$ cat src/rtl/multicycle_control_fsm.sv
// Multicycle RV32I main controller: Moore FSM sequencing the shared memory/ALU datapath
// through fetch, decode, execute and writeback, plus ALU and immediate decoders.
//
// state    | meaning
// ---------+-------------------------------------------------------------
// FETCH    | read instr at PC, latch IR/OldPC, PC <= PC + 4
// DECODE   | read regs, precompute branch target OldPC + imm
// MEMADR   | ALUOut <= rs1 + imm (lw/sw address)
// MEMREAD  | read data memory at ALUOut
// MEMWB    | rd <= Data
// MEMWRITE | write rs2 to memory at ALUOut
// EXECUTER | ALUOut <= rs1 op rs2
// ALUWB    | rd <= ALUOut
// EXECUTEI | ALUOut <= rs1 op imm
// JAL      | ALUOut <= OldPC + 4, PC <= branch target
// BEQ      | compare rs1/rs2, PC <= target when taken
module multicycle_control_fsm #(
  parameter int STATE_W = 4
) (
  input  logic               CLK,
  input  logic               RESET,
  input  logic               EN,
  input  logic [6:0]         OP,
  input  logic [2:0]         funct3,
  input  logic [6:0]         funct7,
  input  logic               Zero,
  output logic               PCWrite,
  output logic               AdrSrc,
  output logic               MemWrite,
  output logic               IRWrite,
  output logic [1:0]         ResultSrc,
  output logic [1:0]         ALUSrcA,
  output logic [1:0]         ALUSrcB,
  output logic [1:0]         ImmSrc,
  output logic               RegWrite,
  output logic [2:0]         ALUControl,
  output logic               Illegal,
  output logic [STATE_W-1:0] STATE
);

  typedef enum logic [3:0] {
    S_FETCH    = 4'd0,
    S_DECODE   = 4'd1,
    S_MEMADR   = 4'd2,
    S_MEMREAD  = 4'd3,
    S_MEMWB    = 4'd4,
    S_MEMWRITE = 4'd5,
    S_EXECUTER = 4'd6,
    S_ALUWB    = 4'd7,
    S_EXECUTEI = 4'd8,
    S_JAL      = 4'd9,
    S_BEQ      = 4'd10
  } state_t;

  localparam logic [6:0] OP_LW   = 7'b0000011;
  localparam logic [6:0] OP_SW   = 7'b0100011;
  localparam logic [6:0] OP_R    = 7'b0110011;
  localparam logic [6:0] OP_I    = 7'b0010011;
  localparam logic [6:0] OP_JAL  = 7'b1101111;
  localparam logic [6:0] OP_BR   = 7'b1100011;

  localparam logic [2:0] ALU_ADD = 3'b000;
  localparam logic [2:0] ALU_SUB = 3'b001;
  localparam logic [2:0] ALU_AND = 3'b010;
  localparam logic [2:0] ALU_OR  = 3'b011;
  localparam logic [2:0] ALU_SLT = 3'b101;

  state_t     state;
  state_t     state_nxt;
  state_t     cur;
  logic       live;
  logic       op_legal;
  logic [1:0] alu_op;
  logic       pc_update;
  logic       branch;
  logic       ir_write_m;
  logic       mem_write_m;
  logic       reg_write_m;
  logic       unused_funct7;

  assign unused_funct7 = ^{funct7[6], funct7[4:0]};

  // While reset is held the outputs present FETCH, whatever the register holds.
  assign cur  = RESET ? state : S_FETCH;
  assign live = EN & RESET;

  always_ff @(posedge CLK) begin
    if (!RESET) begin
      state <= S_FETCH;
    end else if (EN) begin
      state <= state_nxt;
    end
  end

  always_comb begin
    op_legal = 1'b0;
    case (OP)
      OP_LW, OP_SW, OP_R, OP_I, OP_JAL, OP_BR: op_legal = 1'b1;
      default:                                 op_legal = 1'b0;
    endcase
  end

  always_comb begin
    state_nxt = S_FETCH;
    case (state)
      S_FETCH:  state_nxt = S_DECODE;
      S_DECODE: begin
        case (OP)
          OP_LW, OP_SW: state_nxt = S_MEMADR;
          OP_R:         state_nxt = S_EXECUTER;
          OP_I:         state_nxt = S_EXECUTEI;
          OP_JAL:       state_nxt = S_JAL;
          OP_BR:        state_nxt = S_BEQ;
          default:      state_nxt = S_FETCH;
        endcase
      end
      S_MEMADR:   state_nxt = (OP == OP_LW) ? S_MEMREAD : S_MEMWRITE;
      S_MEMREAD:  state_nxt = S_MEMWB;
      S_EXECUTER: state_nxt = S_ALUWB;
      S_EXECUTEI: state_nxt = S_ALUWB;
      S_JAL:      state_nxt = S_ALUWB;
      S_MEMWB:    state_nxt = S_FETCH;
      S_MEMWRITE: state_nxt = S_FETCH;
      S_ALUWB:    state_nxt = S_FETCH;
      S_BEQ:      state_nxt = S_FETCH;
      default:    state_nxt = S_FETCH;
    endcase
  end

  // Moore outputs; write strobes are gated by EN/RESET below.
  always_comb begin
    AdrSrc      = 1'b0;
    ResultSrc   = 2'b00;
    ALUSrcA     = 2'b00;
    ALUSrcB     = 2'b00;
    alu_op      = 2'b00;
    pc_update   = 1'b0;
    branch      = 1'b0;
    ir_write_m  = 1'b0;
    mem_write_m = 1'b0;
    reg_write_m = 1'b0;
    case (cur)
      S_FETCH: begin
        ir_write_m = 1'b1;
        ALUSrcB    = 2'b10;
        ResultSrc  = 2'b10;
        pc_update  = 1'b1;
      end
      S_DECODE: begin
        ALUSrcA = 2'b01;
        ALUSrcB = 2'b01;
      end
      S_MEMADR: begin
        ALUSrcA = 2'b10;
        ALUSrcB = 2'b01;
      end
      S_MEMREAD: begin
        AdrSrc = 1'b1;
      end
      S_MEMWB: begin
        ResultSrc   = 2'b01;
        reg_write_m = 1'b1;
      end
      S_MEMWRITE: begin
        AdrSrc      = 1'b1;
        mem_write_m = 1'b1;
      end
      S_EXECUTER: begin
        ALUSrcA = 2'b10;
        alu_op  = 2'b10;
      end
      S_ALUWB: begin
        reg_write_m = 1'b1;
      end
      S_EXECUTEI: begin
        ALUSrcA = 2'b10;
        ALUSrcB = 2'b01;
        alu_op  = 2'b10;
      end
      S_JAL: begin
        ALUSrcA   = 2'b01;
        ALUSrcB   = 2'b10;
        pc_update = 1'b1;
      end
      S_BEQ: begin
        ALUSrcA = 2'b10;
        alu_op  = 2'b01;
        branch  = 1'b1;
      end
      default: begin
        AdrSrc = 1'b0;
      end
    endcase
  end

  // funct3[0] selects bne (taken on not-zero) versus beq.
  assign PCWrite  = live & (pc_update | (branch & (Zero ^ funct3[0])));
  assign IRWrite  = live & ir_write_m;
  assign MemWrite = live & mem_write_m;
  assign RegWrite = live & reg_write_m;
  assign Illegal  = live & (cur == S_DECODE) & ~op_legal;
  assign STATE    = STATE_W'(cur);

  always_comb begin
    ImmSrc = 2'b00;
    case (OP)
      OP_SW:   ImmSrc = 2'b01;
      OP_BR:   ImmSrc = 2'b10;
      OP_JAL:  ImmSrc = 2'b11;
      default: ImmSrc = 2'b00;
    endcase
  end

  always_comb begin
    ALUControl = ALU_ADD;
    case (alu_op)
      2'b00: ALUControl = ALU_ADD;
      2'b01: ALUControl = ALU_SUB;
      default: begin
        case (funct3)
          3'b000:  ALUControl = (OP[5] & funct7[5]) ? ALU_SUB : ALU_ADD;
          3'b010:  ALUControl = ALU_SLT;
          3'b110:  ALUControl = ALU_OR;
          3'b111:  ALUControl = ALU_AND;
          default: ALUControl = ALU_ADD;
        endcase
      end
    endcase
  end

endmodule

$ cat config.mk
export PLATFORM = sky130hd
export DESIGN_NAME = multicycle_control_fsm
export DESIGN_NICKNAME = d
export VERILOG_FILES = /design/src/rtl/multicycle_control_fsm.sv
export SDC_FILE = /design/constraint.sdc
export NUM_CORES = 1
export LEC_CHECK = 0
export ABC_AREA = 1
export BUFFER_PORTS_ARGS = -buffer_cell sky130_fd_sc_hd__buf_2
export CAP_MARGIN = 10
export CORE_MARGIN = 1.5
export CORE_UTILIZATION = 38
export DETAILED_ROUTE_END_ITERATION = 6
export GPL_TIMING_DRIVEN = 1
export HOLD_SLACK_MARGIN = 0.03
export PLACE_DENSITY = 0.75
export SETUP_SLACK_MARGIN = 0.02
export SLEW_MARGIN = 25
export SYNTH_ARGS = -nofsm -noshare
export SYNTH_HDL_FRONTEND = slang
export SYNTH_SLANG_ARGS = --single-unit
export TNS_END_PERCENT = 1
$ cat constraint.sdc
create_clock -name CLK -period 0.9 [get_ports CLK]
set_input_delay 0.045 -clock CLK [delete_from_list [all_inputs] [get_ports CLK]]
set_output_delay 0.045 -clock CLK [all_outputs]
set_load 0.01 [all_outputs]
# Yosys cells after proc, flatten, opt, wreduce, memory -nomap -nowiden
# Cells that the tools add are included.
# Widths: inputs -> output; s select.
# word_totals
reg_bits	4
inputBits	21
output_inout_bits	21
elab_cells	72
# classes
n_eq_ne	26
muxes	19
n_bitwise	12
reduce_logical	14
# ops
cell	count
$pmux 4 s5	2
$eq 4x3->1 const B	5
$eq 4x4->1 const B	5
$eq 4x2->1 const B	4
$pmux 2 s2	4
$eq 7x6->1 const B	2
$eq 7x7->1 const B	2
$pmux 3 s4	1
$reduce_or 2->1	6
$and 1x1->1	9
$eq 4x1->1 const B	2
$logic_not 4->1	2
$mux 1	8
$eq 7x2->1 const B	1
$eq 7x5->1 const B	1
$eq 3x3->1 const B	2
$pmux 2 s3	1
$pmux 3 s2	1
$reduce_or 3->1	2
$reduce_or 6->1	1
$mux 4	1
$reduce_or 4->1	1
$eq 3x2->1 const B	1
$logic_not 3->1	1
6 further kinds	6

# Depth between registers and ports, before layout
# logic_depth
word_depth	6
mapped_depth	9
depth_no_buf	9

# Worst setup path after synthesis
# Ideal clock, no wire load.
# synth_timing
kind	reg-to-output
startpoint	register state[0]
endpoint	output port Illegal
arrival_ns	1.019
required_ns	0.855
setup_slack_ns	-0.164
stages_incl_launch_ff	7
n_path_buf	0
path_cell_list	dfxtp_1 -> inv_4 -> nor2_4 -> inv_2 -> nor2_4 -> inv_2 -> nor3_1
# synth_via
elab_chain_len	4
# synth_lines
item	line	rtl
from (decl)	68	state_t state;
from (signal assigned)	91	state <= state_nxt;
$mux 4	84	assign cur = RESET ? state : S_FETCH;
$eq 4x1->1	201	assign Illegal = live & (cur == S_DECODE) & ~op_legal;
$and 1x1->1 (2 in series)	201	
to (decl)	37	output logic Illegal,
# No other way between the ends.

# Worst setup path in the final report
# layout_timing
startpoint	register state[3]
endpoint	output port ALUControl[2]
# layout_via
elab_chain_len	6
word_cells_on_any_way	9
classes_between	eq/ne: 4; mux: 3; reduce/logical: 2
# layout_lines
item	line	rtl
$mux 4 *	84	
$eq 4x4->1 / $eq 4x3->1 (equally long branches)	142	case (cur)
$reduce_or 2->1 (no source line)	--	
$pmux 2 s2 *	142	
$eq 2x1->1 / $logic_not 2->1 (equally long branches)	216	case (alu_op)
$pmux 3 s2 *	216	
to (decl)	36	output logic [2:0] ALUControl,
# Every way passes the cells marked *; elsewhere a longest branch is shown, timed or not.

==> tab_implementation.tex <==
\begin{tabular}{lr}
\hline
Metric & Value \\
\hline
\multicolumn{2}{l}{\textbf{Final layout}} \\
\quad Register Area & $\sim$90 sq um \\
\quad Most common cell after layout, fill and taps aside & sky130\_fd\_sc\_hd\_\_buf\_2 \\
\quad Count of non-filler cells in the finished layout & 188 \\
\quad Flip-flop count of the largest register, all copies and words added & 4 \\
\quad Area overhead of the layout relative to synthesis & 61.2\% \\
\quad Number of diodes & 0 \\
\quad Filler instances & 155 \\
\quad Area of the multi-input gates & 548 sq um \\
\quad Largest registers & state: 4 flops \\
\quad Share of post-route cells with drive strength above 1 & 55.6\% \\
\quad Commonest cells after routing, fill and taps aside & sky130\_fd\_sc\_hd\_\_buf\_2, sky130\_fd\_sc\_hd\_\_nand2\_1, sky130\_fd\_sc\_hd\_\_buf\_4, sky130\_fd\_sc\_hd\_\_nor2\_1, sky130\_fd\_sc\_hd\_\_inv\_1 \\
\quad NumNets Final & approximately 190 \\
\quad Register name with the most flops & state \\
\multicolumn{2}{l}{\textbf{CTS}} \\
\quad Clock Tree Buf Depth & 2 \\
\quad Clock sinks & 4 \\
\quad Clock-pin slew of the registers on the worst-case setup and hold paths & 0.04 ns \\
\quad Maximum level of the CTS H-tree & 1 \\
\quad Buffer type at the clock tree root & sky130\_fd\_sc\_hd\_\_clkbuf\_4 \\
\quad TritonCTS clock tree & built \\
\quad Clock network latency to the later pin of the worst-skew pair & 0.24 ns \\
\quad Num CTS Buffers & 3 \\
\multicolumn{2}{l}{\textbf{Floorplanning}} \\
\quad Floorplan row count & 15 \\
\quad Overall die area & 2040 sq um \\
\quad \# IOs & 42 \\
\quad Starting utilization of the core area & 39.9\% \\
\quad CORE AREA & 1690 sq um \\
\quad Floorplan die width & 45.1 um \\
\quad Floorplan die height & between 40 and 50 um \\
\multicolumn{2}{l}{\textbf{Placed design}} \\
\quad Half-perimeter wire length after placement & 1.67 mm \\
\quad Final weighted congestion of routability-driven global placement & 0.800 \\
\quad Placed cells & 182 \\
\quad Port buffer count & 35 \\
\quad Worst slack at placement & -0.368 ns \\
\multicolumn{2}{l}{\textbf{Timing}} \\
\quad Tcrit/Tclk final & 153\% \\
\quad Number of max-slew violations in the final report & 0 \\
\quad Setup Viol. Count Final & 23 \\
\quad RSZ-0062 raised after global routing & true \\
\quad Max Clock Freq & 725 MHz \\
\quad Slew of the pin with the lowest slew margin & 0.303 ns \\
\quad Minimum setup slack in the final design & -0.479 ns \\
\quad Number of hold-slack violations in the final timing report & 0 \\
\quad Clock skew after layout & 0.00280 ns \\
\quad Slew Limit Headroom & 79.7\% \\
\quad Final period demand of the worst path & between 1 and 1.5 ns \\
\multicolumn{2}{l}{\textbf{Route}} \\
\quad Total length of routed wires & 2.23 mm \\
\quad Initial DRC Count & 29 \\
\quad Vias/cell & 5.09 \\
\quad Total DRC errors in the routed layout & 0 \\
\quad Count of antenna-violating nets left after detailed routing & 0 \\
\quad Vias & 956 \\
\quad Routed wire per std cell & $\sim$12 um \\
\quad First-pass iteration count of the detailed router & 4 \\
\multicolumn{2}{l}{\textbf{Global route}} \\
\quad Top Usage Layer GRT & met2 \\
\quad M2 GR Usage & 38.0\% \\
\quad Number of antenna violations at the first check in global routing & 0 \\
\quad Global routing usage on met1 & 25.3\% \\
\quad Vias in the first global route & 814 \\
\quad Pin count of the biggest net entering global routing & 8 \\
\quad Grt total ovfl & 0 \\
\quad Met3 Resource Use GR & 2.40\% \\
\quad Total track usage & 21.8\% \\
\quad First-pass GRT wire length & 3.28 mm \\
\multicolumn{2}{l}{\textbf{Worst setup path}} \\
\quad Startpoint types & flop \\
\quad Req. time, crit path & 0.85 ns \\
\quad Critical path type & reg2out \\
\quad Arrival time of data at the critical path endpoint & 1.33 ns \\
\quad Highest fanout seen on the critical path & 4 \\
\quad CP endpoint kind & output pin \\
\quad R2r setup slk & -0.30 ns \\
\multicolumn{2}{l}{\textbf{Yosys}} \\
\quad Number of warning messages in the yosys log & 0 \\
\quad Post-Synth XOR/XNOR Area & 0\% \\
\quad Synthesized area divided by synthesized cell count & 5.76 sq um \\
\quad Main combinational cell family by area after synthesis & simple AND/OR/NAND/NOR gates \\
\quad Summed instance area of the synthesized netlist & approximately 670 sq um \\
\quad Count of state elements after synthesis & 4 \\
\quad Share of synthesized area occupied by flip-flops and latches & between 10\% and 20\% \\
\quad Number of distinct library cells after synthesis & 25 \\
\quad Multiplexer fraction of the synthesized cell area & 0\% \\
\quad Synthesized-area fraction occupied by and/or/nand/nor cells & 59.6\% \\
\quad Compound-Gate Fraction of Synth Area & 14.1\% \\
\quad Adder-cell share of the synthesized area & 0\% \\
\quad Synthesized netlist cell count & 117 \\
\quad Syn Nets & approximately 140 \\
\multicolumn{2}{l}{\textbf{Power and ir drop}} \\
\quad Reported leakage power & between 0.6 and 0.7 nW \\
\quad Maximum vdd drop & approximately 0.00060 V \\
\quad Cell area power density & 657 nW/um\^{}2 \\
\quad Final Power & 0.715 mW \\
\multicolumn{2}{l}{\textbf{Min path}} \\
\quad HP Class & in2reg \\
\multicolumn{2}{l}{\textbf{Job}} \\
\quad Max Cap Violations & 0 \\
\multicolumn{2}{l}{\textbf{Status}} \\
\quad Result of the run & finished with violations \\
\quad Violated checks & setup timing \\
\hline
\end{tabular}
-- critical path, stage by stage (launching register included) --
cell,delay [ns]
sky130_fd_sc_hd__dfxtp_4,0.36
sky130_fd_sc_hd__nand2_2,0.07
sky130_fd_sc_hd__clkinv_2,0.08
sky130_fd_sc_hd__nand2_4,0.07
sky130_fd_sc_hd__nor2_4,0.14
sky130_fd_sc_hd__nor2_2,0.08
sky130_fd_sc_hd__nor4_4,0.12
sky130_fd_sc_hd__buf_2,0.17
-- cell type report --
class / instances / share of cell area [%]
clock buffers: 3 / 2.07
well taps: 17 / 1.96
repair buffers: 52 / 29.3
multi-input cells: 90 / 50.4
flip-flops and latches: 4 / 8.29
inverters: 22 / 7.94
-- routing by layer --
layer | part of all wire (%) | vias up
li1 | - | 476
met1 | 41 | 432
met2 | 52 | 42
met3 | 5.3 | 6
met4 | 2.0 | 0
met5 | 0 | -
-- report_power, final --
group / internal (mW) / switching [mW] / leakage (nW) / total (mW)
logic: 0.126 / 0.169 / 0.557 / 0.296
clock network: 0.150 / 0.0847 / 0.0138 / 0.235
registers: 0.179 / 0.00567 / 0.0349 / 0.184
-- cell families after synthesis --
family / Yosys count
buf+inv: 23
simple gates: 73
compound gates: 17
flops: 4
-- path summary, 6_finish.rpt --
path / endpoint / start / depth (start not counted)
max reg2reg: state[2]$_SDFFE_PN0P_ / state[2]$_SDFFE_PN0P_ / 8
max: ALUControl[2] / state[3]$_SDFFE_PN0P_ / 7
min: state[1]$_SDFFE_PN0P_ / EN / 4
min reg2reg: state[3]$_SDFFE_PN0P_ / state[3]$_SDFFE_PN0P_ / 3
-- Yosys cell counts, drive strengths merged --
master,n,area [sq um]
nand2,34,163
nor2,23,134
inv,21,81.3
o21ai,13,68.8
nand3,7,35.0
nor3,5,30.0
dfxtp,4,80.1
nand4,2,12.5
a211oi,1,7.51
a21boi,1,7.51
a21oi,1,5.00
a31oi,1,6.26
buf,1,11.3
clkinv,1,5.00
nor4,1,21.3
or2,1,6.26
-- what timing repair did --
item | CTS | global route
pin swaps | 5 | 1
hold buffers | 1 | 0
setup buffers | 2 | 0
hold endpoints to repair | 2 | 0
resized for setup | 17 | 10
setup endpoints to repair | 24 | 24
-- per-stage QoR --
step / util (%) / cell area [sq um] / hold WS [ns] / setup TNS [ns]
detailed placement: 57.7 / 975 / 0.272 / -4.13
finish: 64.4 / 1090 / 0.127 / -6.99
global route: 64.4 / 1090 / 0.157 / -8.47
CTS: 63.0 / 1060 / 0.118 / -6.67
global placement: 57.7 / 975 / 0.270 / -3.36
floorplan: - / 684 / 0.118 / -1.16
Note: power is estimated with default switching activity, not from simulation.
